**config.mk**
```make
export PLATFORM = sky130hd
export DESIGN_NAME = alu_input_sequencer
export DESIGN_NICKNAME = d
export VERILOG_FILES = /design/src/rtl/alu_input_sequencer.sv
export SDC_FILE = /design/constraint.sdc
export NUM_CORES = 1
export LEC_CHECK = 0
export ABC_CLOCK_PERIOD_IN_PS = 2100
export CAP_MARGIN = 20
export CORE_ASPECT_RATIO = 1.5
export CORE_UTILIZATION = 44
export DETAILED_ROUTE_END_ITERATION = 12
export GPL_ROUTABILITY_DRIVEN = 0
export MAX_ROUTING_LAYER = met4
export PLACE_DENSITY = 0.85
export SYNTH_ARGS = -nofsm -noshare
export SYNTH_HDL_FRONTEND = slang
export SYNTH_SLANG_ARGS = --single-unit
```
**constraint.sdc**
```tcl
create_clock -name i_clk -period 2.1 [get_ports i_clk]
set_input_delay 0.21 -clock i_clk [delete_from_list [all_inputs] [get_ports i_clk]]
set_output_delay 0.21 -clock i_clk [all_outputs]
set_load 0.02 [all_outputs]
```
**src/rtl/alu_input_sequencer.sv**
```systemverilog
// Sequences operand A, operand B and opcode entry for the board ALU from shared switches and buttons.
// Optional per-button debounce is enabled with the BTN_DEBOUNCE_EN macro.
module alu_input_sequencer #(
   parameter int unsigned DATA_SIZE       = 8,
   parameter int unsigned OP_SIZE         = 6,
   parameter int unsigned DEBOUNCE_CYCLES = 1000000
) (
   input  logic                 i_clk,
   input  logic                 i_rst_n,
   input  logic [DATA_SIZE-1:0] i_switches,
   input  logic                 i_btn_a,
   input  logic                 i_btn_b,
   input  logic                 i_btn_op,
   input  logic [DATA_SIZE-1:0] i_alu_result,
   output logic [DATA_SIZE-1:0] o_alu_a,
   output logic [DATA_SIZE-1:0] o_alu_b,
   output logic [OP_SIZE-1:0]   o_alu_op,
   output logic [DATA_SIZE-1:0] o_result,
   output logic                 o_valid,
   output logic [2:0]           o_state
);

   localparam int unsigned NUM_BTN = 3;

   typedef enum logic [2:0] {
      WAIT_A  = 3'd0,
      WAIT_B  = 3'd1,
      WAIT_OP = 3'd2,
      EXEC    = 3'd3,
      SHOW    = 3'd4
   } state_t;

   // Button index 0 = A, 1 = B, 2 = OP
   logic [NUM_BTN-1:0] w_btn_raw;
   logic [NUM_BTN-1:0] r_sync1;
   logic [NUM_BTN-1:0] r_sync2;
   logic [NUM_BTN-1:0] w_level;
   logic [NUM_BTN-1:0] r_level_q;
   logic [NUM_BTN-1:0] w_pulse;

   assign w_btn_raw = {i_btn_op, i_btn_b, i_btn_a};

   always_ff @(posedge i_clk or negedge i_rst_n) begin
      if (!i_rst_n) begin
         r_sync1 <= '0;
         r_sync2 <= '0;
      end else begin
         r_sync1 <= w_btn_raw;
         r_sync2 <= r_sync1;
      end
   end

`ifdef BTN_DEBOUNCE_EN
   localparam int unsigned CNT_W = $clog2(DEBOUNCE_CYCLES + 1);

   logic [NUM_BTN-1:0] r_db_level;
   logic [CNT_W-1:0]   r_db_cnt [NUM_BTN];

   // Level follows the synchroniser only after DEBOUNCE_CYCLES consecutive differing cycles
   always_ff @(posedge i_clk or negedge i_rst_n) begin
      if (!i_rst_n) begin
         r_db_level <= '0;
         for (int i = 0; i < NUM_BTN; i++) r_db_cnt[i] <= '0;
      end else begin
         for (int i = 0; i < NUM_BTN; i++) begin
            if (r_sync2[i] == r_db_level[i]) begin
               r_db_cnt[i] <= '0;
            end else if (r_db_cnt[i] >= CNT_W'(DEBOUNCE_CYCLES - 1)) begin
               r_db_level[i] <= r_sync2[i];
               r_db_cnt[i]   <= '0;
            end else begin
               r_db_cnt[i] <= r_db_cnt[i] + CNT_W'(1);
            end
         end
      end
   end

   assign w_level = r_db_level;
`else
   assign w_level = r_sync2;
`endif

   always_ff @(posedge i_clk or negedge i_rst_n) begin
      if (!i_rst_n) r_level_q <= '0;
      else          r_level_q <= w_level;
   end

   assign w_pulse = w_level & ~r_level_q;

   state_t                r_state, w_state_nxt;
   logic [DATA_SIZE-1:0]  r_alu_a, w_alu_a_nxt;
   logic [DATA_SIZE-1:0]  r_alu_b, w_alu_b_nxt;
   logic [OP_SIZE-1:0]    r_alu_op, w_alu_op_nxt;
   logic [DATA_SIZE-1:0]  r_result, w_result_nxt;
   logic                  r_valid, w_valid_nxt;

   always_ff @(posedge i_clk or negedge i_rst_n) begin
      if (!i_rst_n) begin
         r_state  <= WAIT_A;
         r_alu_a  <= '0;
         r_alu_b  <= '0;
         r_alu_op <= '0;
         r_result <= '0;
         r_valid  <= 1'b0;
      end else begin
         r_state  <= w_state_nxt;
         r_alu_a  <= w_alu_a_nxt;
         r_alu_b  <= w_alu_b_nxt;
         r_alu_op <= w_alu_op_nxt;
         r_result <= w_result_nxt;
         r_valid  <= w_valid_nxt;
      end
   end

   // Only the pulse the current state expects acts; all others are dropped
   always_comb begin
      w_state_nxt  = r_state;
      w_alu_a_nxt  = r_alu_a;
      w_alu_b_nxt  = r_alu_b;
      w_alu_op_nxt = r_alu_op;
      w_result_nxt = r_result;
      w_valid_nxt  = r_valid;
      case (r_state)
         WAIT_A: begin
            if (w_pulse[0]) begin
               w_alu_a_nxt = i_switches;
               w_state_nxt = WAIT_B;
            end
         end
         WAIT_B: begin
            if (w_pulse[1]) begin
               w_alu_b_nxt = i_switches;
               w_state_nxt = WAIT_OP;
            end
         end
         WAIT_OP: begin
            if (w_pulse[2]) begin
               w_alu_op_nxt = i_switches[OP_SIZE-1:0];
               w_state_nxt  = EXEC;
            end
         end
         EXEC: begin
            w_result_nxt = i_alu_result;
            w_valid_nxt  = 1'b1;
            w_state_nxt  = SHOW;
         end
         SHOW: begin
            if (w_pulse[0]) begin
               w_alu_a_nxt = i_switches;
               w_valid_nxt = 1'b0;
               w_state_nxt = WAIT_B;
            end
         end
         default: w_state_nxt = WAIT_A;
      endcase
   end

   assign o_alu_a  = r_alu_a;
   assign o_alu_b  = r_alu_b;
   assign o_alu_op = r_alu_op;
   assign o_result = r_result;
   assign o_valid  = r_valid;
   assign o_state  = r_state;

endmodule

```
==> results of run 1 <==
[stage by stage]
stage          worst slack [ps]  area (sq um)  hold WS (ps)  instances
6_report                    381          2270          54.5        195
2_1_floorplan               488          1580         -85.6         93
3_3_place_gp                483          2160           333        188
5_1_grt                     327          2270           124        195
3_5_place_dp                468          2160           337        188
4_1_cts                     377          2270          71.2        195
[cell families after synthesis]
group                  share of synthesized area, %
AOI/OAI and AO/OA                              1.98
buffers and inverters                          1.03
DFF                                            68.0
muxes                                          21.4
and+or+nand+nor                                7.60
[flip-flops by register name, indices dropped and copies added (netlist names)]
| register | flops |
|---|---|
| o_valid | 1 |
| r_sync2 | 3 |
| o_alu_a | 8 |
| o_alu_op | 6 |
| o_state | 3 |
| r_sync1 | 3 |
| o_result | 8 |
| r_level_q | 3 |
| o_alu_b | 8 |
[final cells by class]
type	count	area (sq um)
Clock buffer	5	68.8
Timing Repair Buffer	55	543
Sequential cell	43	1080
Fill cell	250	1150
Tap cell	42	52.6
Clock inverter	2	37.5
Multi-Input combinational cell	48	489
[final timing paths]
kind / startpoint / slack [ps] / cells after the start / to
max: o_state[0] / 380 / 1 / o_state[0]
min: i_rst_n / 50 / 1 / o_alu_a[1]
max reg2reg: o_state[1] / 460 / 3 / o_alu_b[3]
min reg2reg: r_sync1[2] / 350 / 0 / r_sync2[2]
max in group asynchronous: i_rst_n / 1460 / 1 / r_sync2[1]
min in group i_clk: i_btn_b / 350 / 1 / r_sync1[1]
[metal layers]
layer | track usage, % | up-vias | part of all wire [%]
li1 | - | 442 | -
met1 | 18.2 | 476 | 37
met2 | 30.8 | 48 | 52
met3 | 8.38 | 4 | 9.0
met4 | 7.41 | 0 | 1.4
met5 | - | - | 0
[power groups by stage]
stage	clock [mW]	sequential [mW]	combinational (mW)
finish	0.614	1.39	1.63
global route	0.655	1.44	1.71
CTS	0.627	1.40	1.65
detailed placement	0	1.41	1.63
global placement	0	1.38	1.61
floorplan	0	1.76	0.477
[layout by cell type, fill, tap and decap left out]
cell / count
bufinv_16: 1
o21bai_1: 1
nor2b_1: 1
nand3_1: 1
clkinvlp_4: 1
buf_2: 1
nand4bb_1: 1
nand3b_1: 1
dfrtp_1: 43
mux2_2: 30
clkbuf_8: 5
buf_4: 1
nor2_1: 1
a21oi_1: 1
nand2_1: 2
a2bb2oi_1: 1
nand2b_1: 4
nor4b_4: 2
clkdlybuf4s50_1: 53
a21bo_2: 1
nor2_2: 1
[synth_stat cells, drive strengths merged]
cell type	count
a21bo	1
a21oi	1
a2bb2oi	1
buf	2
dfrtp	43
mux2	30
nand2	2
nand2b	4
nand3	1
nand3b	1
nand4bb	1
nor2	2
nor2b	1
nor4b	2
o21bai	1
==> results.cfg, run 1 <==
[drt]
first_pass_iters = 2
drc = 0
vias = 970
vias_per_cell = 4.97
ant_nets = 0
routed_wl_mm = 3.08
post_drt_wl_per_cell_um = 15.8
drt_iter0_markers = 10

[cells_and_area]
syn2layout_area_growth_pct = 43.4
drive_gt1_share_pct = 28.1
fin_util_pct = 66.4
diodes = 0
finalNetCount = 174

[sta]
hold_viol_final = 0
finalSetupTns_ps = 0
fin_skew_ps = 5.87
worstMarginPinSlew_ps = 942
fmax_mhz = 582
setup_violations = 0
fin_crit_ps = 1720
fin_crit_sh_pct = 81.9
relSlewSlack_pct = 37.2
rsz0062_at_grt = no
drv_slew = 0

[global_route]
grt_use_total_pct = 18.3
first_global_vias = 1044
grt_max_degree = 44
gr-total-overflow = 0
antenna_found_initial = 0
grt_pass1_wl_mm = 4.86

[power_and_ir_drop]
pwr_density_cell_mw_per_mm2 = 1600
vdd_ir_drop_max_uv = 1010
p_switching_mw = 1.23
power.total_mw = 3.63
intPower_mw = 2.40
p_sw_share_pct = 33.9
p_leak_nw = 0.946
p_comb_share_pct = 44.8
p_clk_share_pct = 16.9
seq_power_share_pct = 38.3

[synthesis]
synth_area_per_cell_sq_um = 17.0
synthDominantCellAreaShare_pct = 68.0
ys_warn_count = 0
netlist_area_sq_mm = 0.00158
yosysSeqAreaShare_pct = 68.0
ys_types = 17
synth.top_cells.by_area = dfrtp_1 (68%), mux2_2 (21%), nor4b_4 (3.0%), nand2b_1 (1.6%), buf_6 (0.71%)
post_synth_inst_count = 93
synth_nets = 114
yosysTopAreaCell = dfrtp_1
ys_ff_latch = 43

[die]
ios = 55
chipWidth_um = 51.0
core_area_sq_mm = 0.00342
die_h_um = 75.4
start_util_pct = 46.3
rows = 26
dieArea_sq_mm = 0.00384

[setup_path]
path_max_fanout = 8
crit_type = reg2out
crit_path_end_kind = output pin
cp_data_required_time_ps = 1890
path_buf_inv = 1
worstPathCellList = clkdlybuf4s50_1
critPathLaunchType = register
arrival_ps = 1510
critical_path.top_delay_family = buffers and inverters
slowest_delay_ps = 670
slowest_stage = clkdlybuf4s50_1

[clocking]
cts_buffer_depth = 2
ctsResizeCount = 0
htree_levels = 2
numCtsBuffers = 5
cts_root_buffer = clkbuf_8
cts_tree = done
cts_num_sinks = 43
cts_setup_buffers = 0
cts.clk_slew.worst_paths_ps = 80
clkLatencyLatePin_ps = 290
hold_buffers = 0

[flow_run]
maxCapViolations = 0

[placed_design]
place_hpwl_mm = 2.23
numPortBuffers = 54

[run_status]
status = complete, no violations

[hold_path]
hold_path_class = in2async
Note: power is estimated with default switching activity, not from simulation.
==> inputs of run 2 (changes only) <==
- ABC_CLOCK_PERIOD_IN_PS: 2100 -> 1700
- clock period: 2.1 -> 1.7 ns (I/O delays scaled with it)
==> run 2 against run 1 <==
Against the previous run: highest routed layer unchanged; register-to-register slack got worse by 240 ps; largest cell class unchanged; worst setup slack got worse by 250 ps; via count rose by 2.8%; sequential share of layout area down 0.54 points.
==> results.cfg, run 2 (same netlist as run 1, synthesis figures left out) <==
[sta]
fin_crit_sh_pct = 92.5
hold_viol_final = 0
setup_violations = 0
rsz0062_at_grt = no
finalSetupTns_ps = 0
drv_slew = 0
relSlewSlack_pct = 65.4
fin_crit_ps = 1570
fmax_mhz = 636
fin_skew_ps = 6.11
worstMarginPinSlew_ps = 520

[flow_run]
maxCapViolations = 0

[die]
ios = 55
die_h_um = 75.4
rows = 26
dieArea_sq_mm = 0.00384
core_area_sq_mm = 0.00342
chipWidth_um = 51.0
start_util_pct = 46.3

[power_and_ir_drop]
p_leak_nw = 0.980
power.total_mw = 4.44
pwr_density_cell_mw_per_mm2 = 1930
vdd_ir_drop_max_uv = 1210

[clocking]
cts.clk_slew.worst_paths_ps = 70
htree_levels = 2
clkLatencyLatePin_ps = 290
cts_buffer_depth = 2
cts_num_sinks = 43
numCtsBuffers = 5
cts_root_buffer = clkbuf_8
cts_tree = done

[placed_design]
numPortBuffers = 54
place_hpwl_mm = 2.24

[drt]
drt_iter0_markers = 18
vias_per_cell = 4.99
drc = 0
post_drt_wl_per_cell_um = 15.8
first_pass_iters = 4
routed_wl_mm = 3.16
ant_nets = 0
vias = 997

[global_route]
grt_max_degree = 44
gr-total-overflow = 0
first_global_vias = 1096
antenna_found_initial = 0
grt_use_total_pct = 19.8
grt_pass1_wl_mm = 5.11

[cells_and_area]
fin_util_pct = 67.3
finalNetCount = 178
diodes = 0
final_cell_mix = clkdlybuf4s50_1 (52), dfrtp_1 (41), mux2_2 (30), clkbuf_8 (7)
final_common_cell = clkdlybuf4s50_1
syn2layout_area_growth_pct = 45.3
drive_gt1_share_pct = 30.4

[setup_path]
slowest_stage = clkdlybuf4s50_1
path_buf_inv = 1
rr_worst_depth = 4
worstPathCellList = clkdlybuf4s50_1
crit_type = reg2out
slowest_delay_ps = 640
crit_path_end_kind = output pin
path_max_fanout = 8
cp_data_required_time_ps = 1530
critPathLaunchType = register
crit_cells = 1
critical_path.top_delay_family = buffers and inverters
arrival_ps = 1400

[hold_path]
hold_path_class = in2reg
hold_depth = 1

[run_status]
status = complete, no violations
[run 2: path summary, 6_finish.rpt]
| check | to | startpoint | slack (ps) |
|---|---|---|---|
| hold reg to reg | r_sync2[0] | r_sync1[0] | 350 |
| max in group asynchronous | o_state[2] | i_rst_n | 820 |
| hold / removal | r_sync1[0] | i_btn_a | 320 |
| setup / recovery | o_state[0] | o_state[0] | 130 |
| min in group asynchronous | o_alu_b[2] | i_rst_n | 490 |
| setup reg to reg | o_alu_b[6] | o_state[1] | 220 |
[run 2: layout make-up]
class | count | area, sq um
well taps | 42 | 52.6
clock buffers | 8 | 100
repair buffers | 59 | 578
multi-input cells | 48 | 489
flip-flops and latches | 43 | 1080
fillers | 250 | 1120
[run 2: routing by layer]
metal | GRT usage, % | part of all wire, %
met2 | 30.7 | 50
met3 | 6.19 | 7.2
met4 | 12.0 | 3.8
met5 | - | 0
met1 | 22.2 | 39
[run 2: through the flow]
stage | instances | hold WS, ps | instance area (sq um) | worst slack (ps)
after detailed placement | 191 | 276 | 2180 | 198
after floorplan | 93 | -126 | 1580 | 87.8
after global routing | 200 | 311 | 2300 | 81.5
after CTS | 200 | 306 | 2290 | 30.2
after global placement | 191 | 253 | 2180 | 243
final | 200 | 316 | 2300 | 127
[run 2: timing repair]
item,in CTS,in global routing
setup endpoints to repair,1,2
buffers inserted,0,0
hold buffers,1,0
endpoints found under the hold margin,43,0
resized for setup,1,2
[run 2: where the power goes]
group	internal [mW]	total, mW	switching (mW)
Clock	0.371	0.699	0.328
Sequential	1.44	1.73	0.289
Combinational	1.11	2.01	0.901
Total	2.92	4.44	1.52
